**src/rtl/maxpool_reader.sv**
```systemverilog
// 2x2 stride-2 max pooling reader for one ReLU result map.
// Walks the map window by window through a 1-cycle-latency read port.
module maxpool_reader #(
    parameter int DATA_WIDTH = 45,
    parameter int IN_X       = 24,
    parameter int IN_Y       = 24
) (
    input  logic                          clk,
    input  logic                          rst,
    input  logic                          pool_enable,
    output logic                          rd_en,
    output logic [$clog2(IN_X)-1:0]       rd_row,
    output logic [$clog2(IN_Y)-1:0]       rd_col,
    input  logic [DATA_WIDTH-1:0]         rd_data,
    output logic                          pool_valid,
    output logic [DATA_WIDTH-1:0]         pool_data,
    output logic [$clog2(IN_X/2)-1:0]     pool_row,
    output logic [$clog2(IN_Y/2)-1:0]     pool_col,
    output logic                          busy,
    output logic                          pool_done
);

    localparam int RW  = $clog2(IN_X);
    localparam int CW  = $clog2(IN_Y);
    localparam int PRW = $clog2(IN_X / 2);
    localparam int PCW = $clog2(IN_Y / 2);

    localparam logic [RW-1:0] LAST_ROW = RW'(IN_X - 1);
    localparam logic [CW-1:0] LAST_COL = CW'(IN_Y - 1);

    typedef enum logic [1:0] {
        IDLE,
        READ,
        DRAIN,
        DONE
    } state_t;

    state_t                state;
    logic [1:0]            ph;
    logic                  samp_vld;
    logic [1:0]            samp_ph;
    logic [PRW-1:0]        samp_row;
    logic [PCW-1:0]        samp_col;
    logic [DATA_WIDTH-1:0] mx;
    logic [DATA_WIDTH-1:0] win_max;

    // First sample of a window seeds the running max; later ones compare signed.
    always_comb begin
        win_max = mx;
        if (samp_ph == 2'd0 || $signed(rd_data) > $signed(mx)) begin
            win_max = rd_data;
        end
    end

    always_ff @(posedge clk) begin
        if (rst) begin
            state      <= IDLE;
            ph         <= '0;
            rd_en      <= 1'b0;
            rd_row     <= '0;
            rd_col     <= '0;
            samp_vld   <= 1'b0;
            samp_ph    <= '0;
            samp_row   <= '0;
            samp_col   <= '0;
            mx         <= '0;
            pool_valid <= 1'b0;
            pool_data  <= '0;
            pool_row   <= '0;
            pool_col   <= '0;
            busy       <= 1'b0;
            pool_done  <= 1'b0;
        end else begin
            pool_valid <= 1'b0;
            samp_vld   <= rd_en;
            samp_ph    <= ph;
            samp_row   <= rd_row[RW-1:1];
            samp_col   <= rd_col[CW-1:1];

            if (samp_vld) begin
                mx <= win_max;
                if (samp_ph == 2'd3) begin
                    pool_valid <= 1'b1;
                    pool_data  <= win_max;
                    pool_row   <= samp_row;
                    pool_col   <= samp_col;
                end
            end

            unique case (state)
                IDLE: begin
                    if (pool_enable) begin
                        state  <= READ;
                        rd_en  <= 1'b1;
                        rd_row <= '0;
                        rd_col <= '0;
                        ph     <= '0;
                        busy   <= 1'b1;
                    end
                end
                READ: begin
                    ph <= ph + 2'd1;
                    if (ph == 2'd3 && rd_row == LAST_ROW && rd_col == LAST_COL) begin
                        rd_en <= 1'b0;
                        state <= DRAIN;
                    end else begin
                        // Z-walk inside a window, then hop to the next window.
                        unique case (ph)
                            2'd0: rd_col <= rd_col + CW'(1);
                            2'd1: begin
                                rd_row <= rd_row + RW'(1);
                                rd_col <= rd_col - CW'(1);
                            end
                            2'd2: rd_col <= rd_col + CW'(1);
                            2'd3: begin
                                if (rd_col == LAST_COL) begin
                                    rd_row <= rd_row + RW'(1);
                                    rd_col <= '0;
                                end else begin
                                    rd_row <= rd_row - RW'(1);
                                    rd_col <= rd_col + CW'(1);
                                end
                            end
                            default: ;
                        endcase
                    end
                end
                DRAIN: begin
                    if (pool_valid) begin
                        state     <= DONE;
                        pool_done <= 1'b1;
                    end
                end
                DONE: begin
                    state     <= IDLE;
                    pool_done <= 1'b0;
                    busy      <= 1'b0;
                end
                default: state <= IDLE;
            endcase
        end
    end

endmodule

```
**config.mk**
```make
export PLATFORM = sky130hd
export DESIGN_NAME = maxpool_reader
export DESIGN_NICKNAME = d
export VERILOG_FILES = /design/src/rtl/maxpool_reader.sv
export SDC_FILE = /design/constraint.sdc
export NUM_CORES = 1
export LEC_CHECK = 0
export CAP_MARGIN = 20
export CORE_ASPECT_RATIO = 0.6
export CORE_UTILIZATION = 54
export DETAILED_ROUTE_END_ITERATION = 10
export GPL_TIMING_DRIVEN = 0
export PLACE_DENSITY = 0.81
export SKIP_CTS_REPAIR_TIMING = 1
export SYNTH_ARGS = -nofsm -noshare
export SYNTH_HDL_FRONTEND = slang
export SYNTH_SLANG_ARGS = --single-unit
```
**constraint.sdc**
```tcl
create_clock -name clk -period 4.2 [get_ports clk]
set_input_delay 0.42 -clock clk [delete_from_list [all_inputs] [get_ports clk]]
set_output_delay 0.42 -clock clk [all_outputs]
set_load 0.03 [all_outputs]
```
# Word-level counts from Yosys, hierarchy flattened
# Index checks and enable logic that the tools add are counted.
dict set report op_classes {
  n_reduce_logical 19
  muxes 23
  order_cmp 1
  eq_ne 14
  bitwise_logic 1
  addsub 5
}
# cell n
set op_table {}
lappend op_table {{$gt A45 B45 Y1} 1}
lappend op_table {{$mux W45} 1}
lappend op_table {{$pmux W5 S2} 3}
lappend op_table {{$mux W5} 5}
lappend op_table {{$pmux W5 S3} 1}
lappend op_table {{$add A5 B1 Y5 const B} 2}
lappend op_table {{$eq A2 B2 Y1 const B} 5}
lappend op_table {{$eq A5 B5 Y1 const B} 2}
lappend op_table {{$sub A5 B1 Y5 const B} 2}
lappend op_table {{$reduce_and A3 Y1} 3}
lappend op_table {{$mux W2} 4}
lappend op_table {{$ne A2 B2 Y1 const B} 4}
lappend op_table {{$pmux W2 S4} 1}
lappend op_table {{$reduce_and A2 Y1} 4}
lappend op_table {{$logic_not A2 Y1} 3}
lappend op_table {{$pmux W1 S2} 3}
lappend op_table {{$reduce_bool A2 Y1} 3}
lappend op_table {{$eq A2 B1 Y1 const B} 2}
lappend op_table {{$mux W1} 4}
lappend op_table {{$pmux W2 S2} 1}
lappend op_table {{$reduce_and A4 Y1} 1}
lappend op_table {{$reduce_or A2 Y1} 2}
lappend op_table {{$ne A3 B2 Y1 const B} 1}
lappend op_table {{$add A2 B1 Y2 const B} 1}
lappend op_table {{other kinds (3)} 4}
dict set report word_totals {
  out_inout_bits 67
  in_bits 48
  ff_bits 127
  wordCells 79
}

# Logic depth before layout (Yosys ltp)
# Gate-level depths: netlist (run 1).
dict set report depth {
  word_depth 5
  depth_mapped 12
  depth_no_buf 10
}

# Worst setup path before layout (run 1)
# No wires, ideal clock.
dict set report synth_path {
  kind {input port to flip-flop}
  start {input rd_data[39]}
  end {register mx[10]}
  cell_stages 10
  path_slack_ns 1.188
  n_path_buf 2
  t_arrival_ns 2.880
  cell_sequence {ha_1 -> nand4_1 -> or4_1 -> nor4_1 -> nand3_1 -> o211a_1 -> clkbuf_1 -> buf_1 -> o31ai_1 -> a21oi_1}
}
dict set report synth_via {
  elab_chain_len 3
}
# item line_no
set synth_lines {}
lappend synth_lines {{from (decl)} 14} ;# input logic [DATA_WIDTH-1:0] rd_data,
lappend synth_lines {{$gt A45 B45 Y1} 50} ;# if (samp_ph == 2'd0 || $signed(rd_data) > $signed(mx)) begin
lappend synth_lines {{$logic_or A1 B1 Y1} 50}
lappend synth_lines {{$mux W45} 50}
lappend synth_lines {{to (signal assigned)} 81} ;# mx <= win_max;
lappend synth_lines {{to (decl)} 44} ;# logic [DATA_WIDTH-1:0] mx;
# No other way between the ends.
# A chain may end at the register's enable or synchronous reset.

# Final worst setup path (run 1)
dict set report layout_path {
  start {input rd_data[40]}
  end {register pool_data[24]}
}
dict set report layout_via {
  elab_chain_len 3
}
# item line_no
set layout_lines {}
lappend layout_lines {{$gt A45 B45 Y1} 50}
lappend layout_lines {{$logic_or A1 B1 Y1} 50}
lappend layout_lines {{$mux W45} 50}
lappend layout_lines {{to (signal assigned)} 84} ;# pool_data <= win_max;
lappend layout_lines {{to (decl)} 16} ;# output logic [DATA_WIDTH-1:0] pool_data,
# No other way between the ends.

==> results of run 1 <==
[placed cells by master (no fill, tap or decap), types with 7 or more instances in the layout]
cell type        instances
a21oi_1                 86
a311oi_1                45
buf_1                    7
buf_2                   11
clkbuf_1                58
clkbuf_16               17
clkdlybuf4s50_1        114
dfxtp_1                127
ha_1                    57
inv_1                   55
nand2_1                 52
nand2b_1                 7
nand3_1                 57
nand4_1                 54
nor2_1                  78
nor2b_1                  9
nor3_1                  10
o21ai_0                 51
o31ai_1                 45
[state kept, by name (all words and copies together), names as in the netlist]
name        count
mx             45
pool_data      45
rd_col          5
rd_row          5
pool_col        4
pool_row        4
samp_col        4
samp_row        4
ph              2
samp_ph         2
state           2
busy            1
pool_done       1
pool_valid      1
rd_en           1
samp_vld        1
[metrics by stage]
step / instances / instance area [µm²]
floorplan: 856 / 6820
global placement: 1135 / 8170
detailed placement: 1135 / 8170
CTS: 1166 / 8780
global route: 1166 / 8780
finish: 1166 / 8780
[per-layer routing]
metal,global-route usage (%),vias to the layer above,share of wire (%)
met4,8.72,0,1.3
met3,7.65,32,12
met1,49.6,3361,47
li1,-,3418,-
met2,46.7,456,40
met5,0,-,0
[final cells by class]
class | instances | area share [%]
multi-input combinational | 597 | 42.9
sequential | 127 | 29.0
timing repair buffer | 114 | 13.0
clock buffer | 19 | 5.16
buffer | 76 | 3.41
tap | 165 | 2.35
inverter | 56 | 2.39
clock inverter | 12 | 1.81
[synthesized netlist by cell type (2+ instances only)]
master    count  share of area (%)
a211oi_1      2               0.22
a21o_1        3               0.33
a21oi_1      86                6.3
a221oi_1      5               0.64
a311oi_1     45                5.8
and3_1        2               0.18
buf_1         7               0.39
buf_2        11               0.81
clkbuf_1     58                3.2
dfxtp_1     127                 37
ha_1         57                 10
inv_1        55                3.0
mux2i_1       2               0.29
nand2_1      52                2.9
nand2b_1      7               0.64
nand3_1      57                4.2
nand3b_1      2               0.22
nand4_1      54                5.0
nor2_1       78                4.3
nor2b_1       9               0.83
nor3_1       10               0.73
nor4_1        2               0.18
o21ai_0      51                3.7
o21ai_1       6               0.44
o31ai_1      45                5.0
[power groups by stage]
stage | clock, mW | combinational [mW] | sequential (mW)
after detailed placement | 0 | 0.846 | 1.38
final | 1.54 | 0.878 | 1.36
after global placement | 0 | 0.823 | 1.38
after CTS | 1.55 | 0.859 | 1.36
after global routing | 1.61 | 0.974 | 1.37
after floorplan | 0 | 0.562 | 1.39
[worst paths after layout]
check,from,end,slack (ns),cells after the start
min,samp_row[2]$_SDFF_PP0_,pool_row[2]$_SDFFE_PP0P_,0.44,2
max reg2reg,mx[40]$_SDFFE_PP0P_,pool_data[24]$_SDFFE_PP0P_,0.56,11
max,rd_data[40],pool_data[24]$_SDFFE_PP0P_,0.45,11
min reg2reg,samp_row[2]$_SDFF_PP0_,pool_row[2]$_SDFFE_PP0P_,0.44,2
[cell families (layout without fill, tap and decap cells)]
| logic type | count (synthesis) | after routing | share of synthesized area (%) |
|---|---|---|---|
| compound gates | 258 | 258 | 24.6 |
| xor+xnor | 1 | 1 | 0.128 |
| fa+ha+maj | 57 | 57 | 10.5 |
| buf+inv | 132 | 277 | 7.47 |
| flops | 127 | 127 | 37.3 |
| mux | 2 | 2 | 0.294 |
| simple gates | 279 | 279 | 19.8 |
[critical path: cells and delay by family]
kind                       cells  cell delay [ns]
AOI/OAI and AO/OA              3             0.76
adders and majority gates      1             0.33
buffers and inverters          3             1.05
and+or+nand+nor                4             1.45
==> impl_results.md, run 1 <==
* Switching Power at 1.20 mW
* Number of global-route vias before repair at 6531
* DR vias at 7267
* Status: finished clean
* H-Tree Depth at 4
* Place WS at 0.144 ns
* Hold/Removal Path Class: register to register
* PnR Total Power at 3.78 mW
* Worst Path Class, Setup: primary input to register
* TritonCTS clock tree: yes
* Layout cells sized above 1 at 4.60%
* Maximum fanout along the worst path at 10
* Die Y at 89.1 µm
* Post-Syn Nets at 961
* Main flop type after synthesis: dfxtp_1
* Global-route wire length before repair at 34000 µm
* YS warnings at 0
* Grt ovf at 0
* Final hold vios at 0
* CTS clk-pin slew, worst paths at 0.06 ns
* Hold_ws at 0.442 ns
* Logic pwr share at 23.2%
* RSZ-0062 raised after global routing: false
* IO Pins at 115
* Layout area overhead at 28.7%
* Clock root buffer: clkbuf_16
* # Max-Cap Violations at 0
* Antenna violations before repair at 0
* Max clock buf depth at 2
* Arrival time worst endpoint at 4.01 ns
* Port-buffer cells at 114
* EDFF count, synth at 0
* Final Skew at 0.00732 ns
* DRC viols at 0
* Power Internal at 2.58 mW
* Hpwl dp at 15000 µm
* Post-layout minimum cycle time at 3.75 ns
* DRT iter0 DRCs at 786
* Clock power share at 40.7%
* Footprint of the multi-input gates at 3770 µm²
* Number of synthesized register bits at 127
* Fillers at 964
* Largest net degree at the start of global routing at 17
* Cell mode on critical path: clkbuf_1
* Worst slew margin at 47.7%
* Synth Instances at 856
* Slew @ Worst Pin at 0.785 ns
* Data required time of the worst path at 4.46 ns
* Avg Cell Area, Syn at 7.97 µm²
* Static leakage at 3.04 nW
* Die Span X at 147 µm
* CP max stage cell: or4_1
* Critical path, cell by cell: clkdlybuf4s50_1 -> ha_1 -> nand4_1 -> or4_1 -> nor4_1 -> nand3_1 -> o211a_1 -> clkbuf_1 -> clkbuf_1 -> o21ai_0 -> a311oi_1
* GRT Overall Usage at 33.0%
* Ant diodes at 0
* Seq/Total Area, Yosys at 37.3%
* Initial Util at 56.0%
* Clock sinks at 127
* Slew Limit Fails at 0
* Startpoint Class: primary input
* Net Sw Frac at 31.8%
* Setup ws final at 0.449 ns
* # rows at 31
* Final Wtd Congestion at 0.874
* Post-Route WL at 21200 µm
* DR pass1 iterations at 5
* Peak Freq at 267 MHz
* Nets at 1094
* Setup violators final at 0
* Skew-Pair Late Insertion Delay at 0.42 ns
* Worst Setup End Kind: register
* Core ar. at 12200 µm²
* Post-Syn Area at 6820 µm²
* Max VDD drop at 302 µV
* Netlist cell types at 48
* Post-DRT Antenna Nets at 0
* TritonCTS buffer count at 17
* Layout Utilization at 72.1%
* PwrDens at 431 nW/µm²
* Async SR Flop Fraction at 0%
* Reg area at 2540 µm²
* Fraction of the cycle the final worst path needs at 89.3%
* Vias per inst at 6.23
* Setup TNS at 0 ns
* Crit path largest cell delay at 0.58 ns
* Area of the die at 13100 µm²
* WL per Instance at 18.2 µm
* Reg power frac at 36.1%
Power figures use the tool's default switching activity.
==> run 2: changes to the inputs <==
- CAP_MARGIN: 20 -> 10
- REMOVE_ABC_BUFFERS: unset -> 1
==> impl_results.md, run 2 (synthesis gave the netlist of run 1 again) <==
* Max clock buf depth at 2 (unchanged)
* Nets at 1029 (was 1094)
* Post-layout minimum cycle time at 3.88 ns (was 3.75 ns)
* Global-route wire length before repair at 29100 µm (was 34000 µm)
* DRC viols at 0 (unchanged)
* Power Internal at 2.58 mW (about the same)
* Ant diodes at 0 (unchanged)
* Initial Util at 56.0% (unchanged)
* Fraction of the cycle the final worst path needs at 92.4% (was 89.3%)
* Fillers at 973 (was 964)
* Skew-Pair Late Insertion Delay at 0.42 ns (about the same)
* PnR Total Power at 3.75 mW (was 3.78 mW)
* Status: finished clean (unchanged)
* TritonCTS buffer count at 17 (unchanged)
* Worst Path Class, Setup: primary input to register (unchanged)
* Switching Power at 1.17 mW (was 1.20 mW)
* Grt ovf at 0 (unchanged)
* WL per Instance at 16.8 µm (was 18.2 µm)
* Most frequent cells in the layout: dfxtp_1 (126), clkdlybuf4s50_1 (113), a21oi_1 (86) (was dfxtp_1 (127), clkdlybuf4s50_1 (114), a21oi_1 (86))
* Arrival time worst endpoint at 4.20 ns (was 4.01 ns)
* Die Y at 89.1 µm (unchanged)
* Worst R2R Start: mx[36]$_SDFFE_PP0P_ (was mx[40]$_SDFFE_PP0P_)
* Area of the die at 13100 µm² (unchanged)
* H-Tree Depth at 4 (unchanged)
* Clock sinks at 127 (unchanged)
* Worst Setup End Kind: register (unchanged)
* GRT Overall Usage at 27.7% (was 33.0%)
* Hold/Removal Path Class: register to register (unchanged)
* Core ar. at 12200 µm² (unchanged)
* Worst slew margin at 32.9% (was 47.7%)
* Logic pwr share at 22.7% (was 23.2%)
* Clock root buffer: clkbuf_16 (unchanged)
* Layout cells sized above 1 at 5.44% (was 4.60%)
* Layout area overhead at 28.0% (was 28.7%)
* Place WS at -0.338 ns (was 0.144 ns)
* Final hold vios at 0 (unchanged)
* Number of global-route vias before repair at 5848 (was 6531)
* Final Wtd Congestion at 0.834 (was 0.874)
* Commonest non-fill, non-tap cell in the layout: dfxtp_1 (unchanged)
* IO Pins at 115 (unchanged)
* DR vias at 6777 (was 7267)
* Clock power share at 41.0% (was 40.7%)
* Setup violators final at 0 (unchanged)
* Hold_ws at 0.436 ns (was 0.442 ns)
* Net Sw Frac at 31.1% (was 31.8%)
* Reg power frac at 36.3% (was 36.1%)
* Setup TNS at 0 ns (unchanged)
* DR pass1 iterations at 5 (unchanged)
* Vias per inst at 6.15 (was 6.23)
* Post-DRT Antenna Nets at 0 (unchanged)
* PwrDens at 430 nW/µm² (was 431 nW/µm²)
* TritonCTS clock tree: yes (unchanged)
* Final Skew at 0.0107 ns (was 0.00732 ns)
* # rows at 31 (unchanged)
* Worst setup path start: rd_data[40] (unchanged)
* DRT iter0 DRCs at 526 (was 786)
* Port-buffer cells at 114 (unchanged)
* Static leakage at 3.01 nW (was 3.04 nW)
* # Max-Cap Violations at 0 (unchanged)
* Slew Limit Fails at 0 (unchanged)
* Max VDD drop at 313 µV (was 302 µV)
* Hold Startpoint: samp_col[2]$_SDFF_PP0_ (was samp_row[2]$_SDFF_PP0_)
* Hpwl dp at 11600 µm (was 15000 µm)
* Data required time of the worst path at 4.52 ns (was 4.46 ns)
* Maximum fanout along the worst path at 32 (was 10)
* Peak Freq at 258 MHz (was 267 MHz)
* Largest net degree at the start of global routing at 91 (was 17)
* Slew @ Worst Pin at 1.01 ns (was 0.785 ns)
* Post-Route WL at 18500 µm (was 21200 µm)
* Antenna violations before repair at 0 (unchanged)
* RSZ-0062 raised after global routing: false (unchanged)
* Die Span X at 147 µm (unchanged)
* Startpoint Class: primary input (unchanged)
* Setup ws final at 0.318 ns (was 0.449 ns)
* CTS clk-pin slew, worst paths at 0.06 ns (about the same)
* Top Registers: mx (45), pool_data (45) (unchanged)
[run 2: cell types whose count changed in the layout (fill, tap and decap cells not counted), moves of 2 or more]
cell        change
buf_4           +2
buf_2          -11
buf_1           -7
buf_16          +4
buf_12          +3
clkinvlp_4      +2
inv_6           -2
clkbuf_1       -57
buf_8           +3
[run 2: per-stage QoR]
stage / utilization [%] / cells / cell area (µm²)
6_report: 71.7 / 1102 / 8730
2_1_floorplan: - / 780 / 6520
4_1_cts: 71.6 / 1101 / 8720
5_1_grt: 71.7 / 1102 / 8730
3_3_place_gp: 64.6 / 1059 / 7870
3_5_place_dp: 66.6 / 1069 / 8110
[run 2: worst max-delay path, stage by stage]
cell and delay [ns]:
clkdlybuf4s50_1 0.50, ha_1 0.35, nand4_1 0.16, or4_1 0.58
nor4_1 0.51, nand3_1 0.36, o211ai_4 0.33, buf_16 0.20
buf_16 0.18, buf_16 0.19, nand3_1 0.09, a311oi_1 0.31
[run 2: path summary, 6_finish.rpt]
path,to,slack (ns),cells after the start
max,pool_data[31]$_SDFFE_PP0P_,0.32,12
max reg2reg,pool_data[31]$_SDFFE_PP0P_,0.45,12
min,pool_col[2]$_SDFFE_PP0P_,0.44,2
min reg2reg,pool_col[2]$_SDFFE_PP0P_,0.44,2
[run 2: power by group through the flow]
stage	logic [mW]	registers (mW)	clock network, mW
floorplan	0.509	1.41	0
global placement	0.763	1.41	0
detailed placement	0.830	1.38	0
CTS	0.840	1.36	1.54
global route	0.947	1.37	1.60
finish	0.851	1.36	1.54
[run 2: layout make-up]
class                      count  area (µm²)  share of cell area (%)
multi-input combinational    597        3790                    43.4
sequential                   127        2540                    29.1
timing repair buffer         125        1360                    15.6
clock buffer                  20         457                    5.23
inverter                      56         210                    2.41
tap                          165         206                    2.36
clock inverter                12         160                    1.83
[run 2: layer usage]
| layer | global-route usage [%] | part of all wire (%) |
|---|---|---|
| met1 | 40.4 | 49 |
| met3 | 6.22 | 8.7 |
| met4 | 7.97 | 0.99 |
| met5 | 0 | 0 |
| met2 | 40.6 | 41 |
==> run 3: changes to the inputs <==
- ABC_CLOCK_PERIOD_IN_PS: unset -> 4200
==> results of run 3 <==
Same layout as run 2: the final DEF is identical, and so are final timing and power.
